### src/rtl/fifo_sync_prog.sv
// Single-clock show-ahead FIFO with arbitrary depth, exact fill level and programmable almost flags.
// Define FIFO_SYNC_PROG_ERR_EN to build the sticky overflow/underflow flags.
module fifo_sync_prog #(
    parameter int Depth = 8,
    parameter int Width = 8,
    localparam int AW = $clog2(Depth),
    localparam int LW = $clog2(Depth + 1)
) (
    input  logic             i_clk,
    input  logic             i_rst,
    input  logic             i_wr_en,
    input  logic [Width-1:0] i_wr_data,
    input  logic             i_rd_en,
    input  logic [LW-1:0]    i_afull_thr,
    input  logic [LW-1:0]    i_aempty_thr,
    input  logic             i_err_clr,
    output logic [Width-1:0] o_rd_data,
    output logic             o_full,
    output logic             o_empty,
    output logic             o_almost_full,
    output logic             o_almost_empty,
    output logic [LW-1:0]    o_level,
    output logic             o_overflow,
    output logic             o_underflow
);

    logic [Width-1:0] mem_q [Depth];
    logic [AW-1:0]    wr_ptr_q, wr_ptr_d;
    logic [AW-1:0]    rd_ptr_q, rd_ptr_d;
    logic [LW-1:0]    level_q, level_d;
    logic             full_q, empty_q, afull_q, aempty_q;
    logic             wr_acc, rd_acc;

    // Accepts look only at registered full/empty, so there is no pass-through.
    assign wr_acc = i_wr_en & ~full_q;
    assign rd_acc = i_rd_en & ~empty_q;

    always_comb begin
        wr_ptr_d = wr_ptr_q;
        rd_ptr_d = rd_ptr_q;
        level_d  = level_q;
        if (wr_acc)
            wr_ptr_d = (wr_ptr_q == AW'(Depth - 1)) ? '0 : wr_ptr_q + AW'(1);
        if (rd_acc)
            rd_ptr_d = (rd_ptr_q == AW'(Depth - 1)) ? '0 : rd_ptr_q + AW'(1);
        case ({wr_acc, rd_acc})
            2'b10:   level_d = level_q + LW'(1);
            2'b01:   level_d = level_q - LW'(1);
            default: level_d = level_q;
        endcase
    end

    always_ff @(posedge i_clk or posedge i_rst) begin
        if (i_rst) begin
            wr_ptr_q <= '0;
            rd_ptr_q <= '0;
            level_q  <= '0;
            full_q   <= 1'b0;
            empty_q  <= 1'b1;
            afull_q  <= 1'b0;
            aempty_q <= 1'b1;
        end else begin
            wr_ptr_q <= wr_ptr_d;
            rd_ptr_q <= rd_ptr_d;
            level_q  <= level_d;
            full_q   <= (level_d == LW'(Depth));
            empty_q  <= (level_d == '0);
            afull_q  <= (level_d >= i_afull_thr);
            aempty_q <= (level_d <= i_aempty_thr);
        end
    end

    // Storage carries no reset; validity is tracked purely by the level.
    always_ff @(posedge i_clk) begin
        if (wr_acc)
            mem_q[wr_ptr_q] <= i_wr_data;
    end

    assign o_rd_data      = mem_q[rd_ptr_q];
    assign o_full         = full_q;
    assign o_empty        = empty_q;
    assign o_almost_full  = afull_q;
    assign o_almost_empty = aempty_q;
    assign o_level        = level_q;

`ifdef FIFO_SYNC_PROG_ERR_EN
    logic ovf_q, unf_q;

    // A new error in the same cycle as a clear keeps the flag set.
    always_ff @(posedge i_clk or posedge i_rst) begin
        if (i_rst) begin
            ovf_q <= 1'b0;
            unf_q <= 1'b0;
        end else begin
            if (i_wr_en & full_q)
                ovf_q <= 1'b1;
            else if (i_err_clr)
                ovf_q <= 1'b0;
            if (i_rd_en & empty_q)
                unf_q <= 1'b1;
            else if (i_err_clr)
                unf_q <= 1'b0;
        end
    end

    assign o_overflow  = ovf_q;
    assign o_underflow = unf_q;
`else
    logic unused_err_clr;
    assign unused_err_clr = i_err_clr;
    assign o_overflow     = 1'b0;
    assign o_underflow    = 1'b0;
`endif

endmodule

### config.mk
export PLATFORM = sky130hd
export DESIGN_NAME = fifo_sync_prog
export DESIGN_NICKNAME = d
export VERILOG_FILES = /design/src/rtl/fifo_sync_prog.sv
export SDC_FILE = /design/constraint.sdc
export NUM_CORES = 1
export LEC_CHECK = 0
export ABC_CLOCK_PERIOD_IN_PS = 3100
export CAP_MARGIN = 20
export CELL_PAD_IN_SITES_DETAIL_PLACEMENT = 1
export CELL_PAD_IN_SITES_GLOBAL_PLACEMENT = 2
export CORE_ASPECT_RATIO = 1.25
export CORE_UTILIZATION = 41
export DETAILED_ROUTE_END_ITERATION = 12
export GPL_TIMING_DRIVEN = 0
export PLACE_DENSITY = 0.81
export SLEW_MARGIN = 10
export SYNTH_ARGS = -nofsm -noshare
export SYNTH_HDL_FRONTEND = slang
export SYNTH_SLANG_ARGS = --single-unit
### constraint.sdc
create_clock -name i_clk -period 3.1 [get_ports i_clk]
set_input_delay 0.465 -clock i_clk [delete_from_list [all_inputs] [get_ports i_clk]]
set_output_delay 0.465 -clock i_clk [all_outputs]
set_load 0.02 [all_outputs]
==> key figures, run 1 <==
Logic synthesis
  – Top-area cell type share of the netlist area: a little under three fifths
  – Post-synthesis cell type count: 36
  – Sequential area share after synthesis: 66.8%
  – Post-synthesis mux area share: 14.6%
  – Seq cells post-synth: 78
  – Xor and xnor fraction of the mapped netlist area: 1.51%
  – Leading post-synthesis cells by cell area: edfxtp_1 56%, mux4_2 11%, dfrtp_1 8.8%
  – Synth Area in Compound Gates: 3.42%
  – Simple-gate share of the synthesized area: between 5 and 6%
  – Post-synthesis adder-cell area fraction: 5.00%
  – Synth warn: 0
  – Cell taking the most area after synthesis: edfxtp_1
  – Syn avg cell area: 17.5 sq um
  – Post-synthesis cell area: around 3400 sq um
  – Largest family of logic cells by synthesized area: multiplexers
  – Post-Syn Instances: roughly 200

Global routing
  – Initial antenna violation count: 0
  – Vias in the first global route: 1,955
  – Largest net degree at the start of global routing: 15
  – GRT Total Usage: 16.7%
  – Global-route wire length before repair: ~11,000 microns
  – GRT overflow: 0

Clock network
  – CTS Hold Bufs: 0
  – CTS Buf Count: 9
  – Clock sinks: 78
  – Clock tree buffer depth: 2
  – Root Buffer: clkbuf_8
  – Clock latency on the worst-skew pair: ~0.35 ns
  – Worst-path clk slew: ~0.08 ns
  – CTS tree: built
  – Postcts setup bufs: 0
  – H-tree levels: 3

Cells and area
  – Nets: 274
  – Final std cells w/o fill: 342
  – Area added between synthesis and finish: 21.4%
  – Layout cells sized above 1: 26.7%
  – Finished Cell Area: 4130 sq um
  – Final Util: 52.1%
  – Antenna cell count: 0

Route
  – Routed Wire Length: 6720 microns
  – Iteration-0 DRC count of the detailed router: 99
  – Number of vias per cell: 5.31
  – Pre-antenna DRT Iters: 4
  – Detail Route Antenna Nets: 0
  – Routed via count: 1,816
  – WL per Instance: 19.7 microns
  – Drt drc: 0

STA
  – Slew Viols, Final: 0
  – Final setup vio count: 0
  – Hold slack: 0.474 ns
  – Final hold vios: 0
  – Final worst slack: 0.129 ns
  – Worst Max-Slew Pin Slew: 1.00 ns
  – Crit path time final: 2.97 ns
  – Layout Skew: 0.00982 ns
  – Final worst path period share: 95.9%
  – Sum of negative setup slack: 0 ns
  – Fmax: 337 MHz
  – Unrepaired setup endpoints after global routing: no
  – Rel. slew slack: around a third

Hold path
  – Worst hold path type: in -> async

Floorplan
  – FP Rows: 36
  – Chip Height: 104 microns
  – Placeable Area: between 7000 and 8000 sq um
  – Die width: 83.5 microns
  – Die area: just under 9000 sq um
  – Initial core utilization: 42.9%
  – Ports: 39

Place
  – Buffers added on ports: 35
  – GP Congestion: 0.727
  – Placed cell count: 327
  – Detail Placement HPWL: ~4600 microns
  – Post-DP Area: slightly below 4000 sq um
  – DP Worst Slack: -0.351 ns

Pwr
  – Power, Total: 4.21 mW
  – Leak: ~1.5 nW
  – PwrDens: just over 1000 nW/um^2
  – Worst VDD drop: 0.522 mV

Worst setup path
  – CP startpoint: rd_ptr_q[1]
  – Kind of critical path: reg -> out
  – Worst endpoint data arrival time: between 2 and 3 ns
  – Critical R2R Launch: o_full
  – CP Launch Type: register
  – Worst Setup End Kind: output pin
  – Worst-path maximum fanout: 10
  – Critical path required time: 2.63 ns

Job
  – Max-cap violations: 0

Run status
  – Status: complete, no violations
## report_power, final
part	switching, mW	internal (mW)
logic	0.904	0.961
registers	0.157	1.37
clock network	0.365	0.452
total	1.43	2.79
## state kept, by name (all words and copies together) (netlist names)
| signal | cells |
|---|---|
| o_empty | 1 |
| o_level | 4 |
| mem_q | 64 |
| wr_ptr_q | 3 |
| o_almost_empty | 1 |
| o_almost_full | 1 |
| o_full | 1 |
| rd_ptr_q | 3 |
## logic make-up after synthesis
kind of cell | Yosys count
flops | 78
simple gates | 33
mux | 28
buf+inv | 19
compound gates | 17
fa+ha+maj | 14
xor+xnor | 5
other cells | 1
## synth_stat cells
master / instances
nor2_1: 9
a21oi_2: 1
xnor2_1: 3
o21bai_1: 1
o2111ai_1: 1
o21ai_0: 5
mux2_2: 12
nand2_1: 9
clkbuf_1: 2
nor3_1: 3
dfstp_2: 2
a21o_1: 1
mux4_2: 16
buf_1: 1
a21boi_4: 1
xor2_1: 1
maj3_1: 1
ha_1: 11
nor2b_1: 2
nor2b_4: 2
a21oi_1: 5
maj3_2: 2
a22oi_1: 1
inv_1: 10
bufinv_8: 1
o211ai_1: 1
xnor2_2: 1
nor3_4: 1
buf_2: 2
nand2b_1: 6
dfrtp_1: 12
conb_1: 1
buf_6: 1
edfxtp_1: 64
nor3b_2: 1
buf_4: 2
## area by class of cell
class                           instances  area, sq um
Inverter                               11         55.1
Buffer                                  7         53.8
Sequential cell                        78         2270
Timing Repair Buffer                   36          358
Clock buffer                           10          128
Fill cell                             769         3800
Tap cell                               95          119
Clock inverter                          6         86.3
Multi-Input combinational cell         99         1060
## final timing paths
path	end	slack (ns)	depth (start not counted)
worst max-delay path	o_rd_data[7]	0.13	4
worst min-delay path	o_full	0.47	2
worst max register to register	o_almost_full	0.32	10
worst min register to register	wr_ptr_q[0]	0.56	2
max in group asynchronous	wr_ptr_q[1]	2.24	2
min in group i_clk	wr_ptr_q[0]	0.56	2
## per-layer routing
layer / track usage, % / part of all wire, % / routed length (microns) / up-vias
li1: - / - / - / 830
met1: 19.6 / 39 / 2630 / 930
met2: 30.0 / 55 / 3710 / 46
met4: 6.17 / 1.7 / 115 / 0
met5: 0 / 0 / 0 / -
met3: 3.65 / 3.9 / 263 / 10
## critical path, cell delays in order, from the launching register on
cell and delay (ns):
dfrtp_1 0.59, buf_2 0.39, mux4_2 0.35, mux2_2 0.28, clkdlybuf4s50_1 0.54
## what timing repair did
action | CTS | global route
gates resized for setup | 3 | 5
cloned | 0 | 0
endpoints found under the setup margin | 8 | 10
## layout by cell type (no fill, tap or decap), types with 2 or more instances in the layout
| cell | Yosys | routed |
|---|---|---|
| buf_6 | 1 | 2 |
| nand2_1 | 9 | 8 |
| nor2b_4 | 2 | 2 |
| clkdlybuf4s50_1 | 0 | 35 |
| nor2_1 | 9 | 9 |
| buf_4 | 2 | 4 |
| mux4_2 | 16 | 16 |
| dfrtp_1 | 12 | 12 |
| mux2_2 | 12 | 12 |
| a21oi_1 | 5 | 5 |
| clkbuf_8 | 0 | 9 |
| nor3_1 | 3 | 2 |
| o21ai_0 | 5 | 5 |
| ha_1 | 11 | 10 |
| nor2b_1 | 2 | 2 |
| conb_1 | 1 | 2 |
| inv_1 | 10 | 10 |
| clkinv_2 | 0 | 2 |
| maj3_2 | 2 | 2 |
| clkbuf_1 | 2 | 2 |
| dfstp_2 | 2 | 2 |
| xnor2_1 | 3 | 3 |
| bufinv_16 | 0 | 2 |
| nand2b_1 | 6 | 6 |
| edfxtp_1 | 64 | 64 |
No activity file was read; power rests on OpenSTA's default activity.
==> run 2, diff against run 1 <==
--- a/config.mk
+++ b/config.mk
@@ -5,15 +5,16 @@
 export SDC_FILE = /design/constraint.sdc
 export NUM_CORES = 1
 export LEC_CHECK = 0
-export ABC_CLOCK_PERIOD_IN_PS = 3100
+export ABC_CLOCK_PERIOD_IN_PS = 3500
 export CAP_MARGIN = 20
 export CELL_PAD_IN_SITES_DETAIL_PLACEMENT = 1
 export CELL_PAD_IN_SITES_GLOBAL_PLACEMENT = 2
 export CORE_ASPECT_RATIO = 1.25
-export CORE_UTILIZATION = 41
+export CORE_UTILIZATION = 50
 export DETAILED_ROUTE_END_ITERATION = 12
+export DONT_BUFFER_PORTS = 1
 export GPL_TIMING_DRIVEN = 0
-export PLACE_DENSITY = 0.81
+export PLACE_DENSITY = 0.85
 export SLEW_MARGIN = 10
 export SYNTH_ARGS = -nofsm -noshare
 export SYNTH_HDL_FRONTEND = slang
==> constraint.sdc (replaced) <==
create_clock -name i_clk -period 3.5 [get_ports i_clk]
set_input_delay 0.525 -clock i_clk [delete_from_list [all_inputs] [get_ports i_clk]]
set_output_delay 0.525 -clock i_clk [all_outputs]
set_load 0.02 [all_outputs]
==> key figures, run 2 (same netlist as run 1, synthesis figures left out) <==
Worst setup path
  – Worst-path maximum fanout: 10 (unchanged)
  – R2r endpoint: o_almost_full
  – Worst Setup End Kind: output pin
  – R2R setup slack: 0.50 ns (+0.18 ns)
  – Kind of critical path: reg -> out
  – Reg2reg path depth: 8 (-2)
  – Critical path required time: 2.97 ns (+0.34 ns)
  – Critical R2R Launch: o_full
  – Worst endpoint data arrival time: 2.51 ns (about the same)
  – CP Launch Type: register

Clock network
  – Postcts setup bufs: 0 (unchanged)
  – Clock latency on the worst-skew pair: 0.34 ns (about the same)
  – CTS Buf Count: 9 (unchanged)
  – PostCTS Resize Cnt: 0 (-3)
  – H-tree levels: 3 (unchanged)
  – CTS Hold Bufs: 0 (unchanged)
  – Clock sinks: 78 (unchanged)
  – Clock tree buffer depth: 2 (unchanged)
  – CTS tree: built
  – Root Buffer: clkbuf_8
  – Worst-path clk slew: 0.07 ns (about the same)

Pwr
  – Leak: 1.32 nW (-11%)
  – PwrDens: 908 nW/um^2 (-11%)
  – Worst VDD drop: 0.534 mV (+2.3%)

Cells and area
  – Nets: 239 (-13%)
  – Max reg flops: 64 (unchanged)
  – Final std cells w/o fill: 298 (-13%)
  – Antenna cell count: 0 (unchanged)
  – Area added between synthesis and finish: 8.86%
  – Final Util: 56.4% (+4.3 points)
  – Most flops, register: mem_q
  – Layout cells sized above 1: 28.4% (+1.7 points)
  – Most common cell after layout, fill and taps aside: edfxtp_1
  – Most frequent cells in the layout: 64 x edfxtp_1, 16 x mux4_2, 12 x mux2_2, 12 x dfrtp_1, 11 x ha_1

Place
  – Detail Placement HPWL: 4580 microns (-0.84%)
  – GP Congestion: 0.717 (-1.4%)
  – DP Worst Slack: 0.486 ns (+0.836 ns)
  – Buffers added on ports: 0 (-100%)
  – Placed cell count: 283 (-13%)

STA
  – Fmax: between 300 and 400 MHz
  – Slew Viols, Final: 0 (unchanged)
  – Layout Skew: 0.00775 ns (-0.00207 ns)
  – Unrepaired setup endpoints after global routing: no
  – Hold slack: 0.123 ns (-0.351 ns)
  – Final hold vios: 0 (unchanged)
  – Sum of negative setup slack: 0 ns (unchanged)
  – Final worst path period share: between 80% and 90%
  – Final worst slack: 0.464 ns (+0.335 ns)
  – Crit path time final: 3.04 ns
  – Final setup vio count: 0 (unchanged)
  – Rel. slew slack: 32.7% (-0.32 points)
  – Worst Max-Slew Pin Slew: 1.01 ns (+0.00477 ns)

Floorplan
  – Initial core utilization: 51.8% (+8.9 points)
  – Chip Height: 94.2 microns (-9.3%)
  – Ports: 39 (unchanged)
  – FP Rows: 33 (-8.3%)
  – Die width: 75.8 microns (-9.2%)
  – Placeable Area: 6570 sq um (-17%)
  – Die area: 7140 sq um (-18%)

Route
  – Routed via count: 1,688 (-7.0%)
  – Pre-antenna DRT Iters: 4 (unchanged)
  – Drt drc: 0 (unchanged)
  – Number of vias per cell: 5.66 (+6.7%)
  – Detail Route Antenna Nets: 0 (unchanged)
  – Routed Wire Length: 6510 microns (-3.2%)
  – WL per Instance: 21.8 microns (+11%)
  – Iteration-0 DRC count of the detailed router: 100 (+1.0%)

Global routing
  – Vias in the first global route: 1,866 (-4.6%)
  – GRT overflow: 0 (unchanged)
  – Global-route wire length before repair: 10,100 microns (-4.8%)
  – Largest net degree at the start of global routing: 15 (unchanged)
  – GRT Total Usage: 20.8% (+4.1 points)
  – Initial antenna violation count: 0 (unchanged)

Hold path
  – Worst hold path type: in -> async

Job
  – Max-cap violations: 0 (unchanged)

Run status
  – Status: complete, no violations
[run 2: changes by cell type in the layout (fill, tap and decap cells not counted), sizes merged]
cell / delta
buf: -1
clkdlybuf4s50: -35
clkbuf: +1
bufinv: -1
[run 2: metrics by stage]
| stage | area, sq um | power [mW] |
|---|---|---|
| floorplan | 3410 | 2.46 |
| global placement | 3520 | 2.67 |
| detailed placement | 3530 | 2.80 |
| CTS | 3700 | 3.41 |
| global route | 3700 | 3.58 |
| finish | 3700 | 3.36 |
[run 2: critical path, stage by stage (launching register included)]
cell,delay (ns)
dfrtp_1,0.37
clkbuf_1,0.47
buf_1,0.56
mux4_2,0.42
mux2_2,0.34
[run 2: layer usage]
layer / track usage [%] / up-vias / routed length [microns]
met2: 37.3 / 31 / 3610
met5: 0 / - / 0
met4: 8.64 / 0 / 129
met1: 22.4 / 886 / 2530
li1: - / 758 / -
met3: 5.47 / 13 / 243
[run 2: how the worst max path moves through the flow]
stage | startpoint | end | slack [ns] | cells past startpoint
floorplan | i_wr_en | o_almost_full | 0.68 | 8
global placement | i_wr_en | o_almost_full | 0.54 | 9
detailed placement | i_wr_en | o_almost_full | 0.49 | 9
CTS | rd_ptr_q[1] | o_rd_data[7] | 0.41 | 4
global route | rd_ptr_q[1] | o_rd_data[7] | 0.33 | 4
finish | rd_ptr_q[1] | o_rd_data[7] | 0.46 | 4
[run 2: final cells by class]
cell class	instances	area, sq um
Clock buffer	10	128
Fill cell	597	2860
Tap cell	87	109
Sequential cell	78	2270
Multi-Input combinational cell	99	1040
Buffer	8	47.5
Clock inverter	5	51.3
Inverter	11	55.1
[run 2: power by group]
group          internal [mW]  switching, mW
clock                  0.321          0.300
sequential              1.22          0.185
combinational          0.607          0.733
total                   2.15           1.22
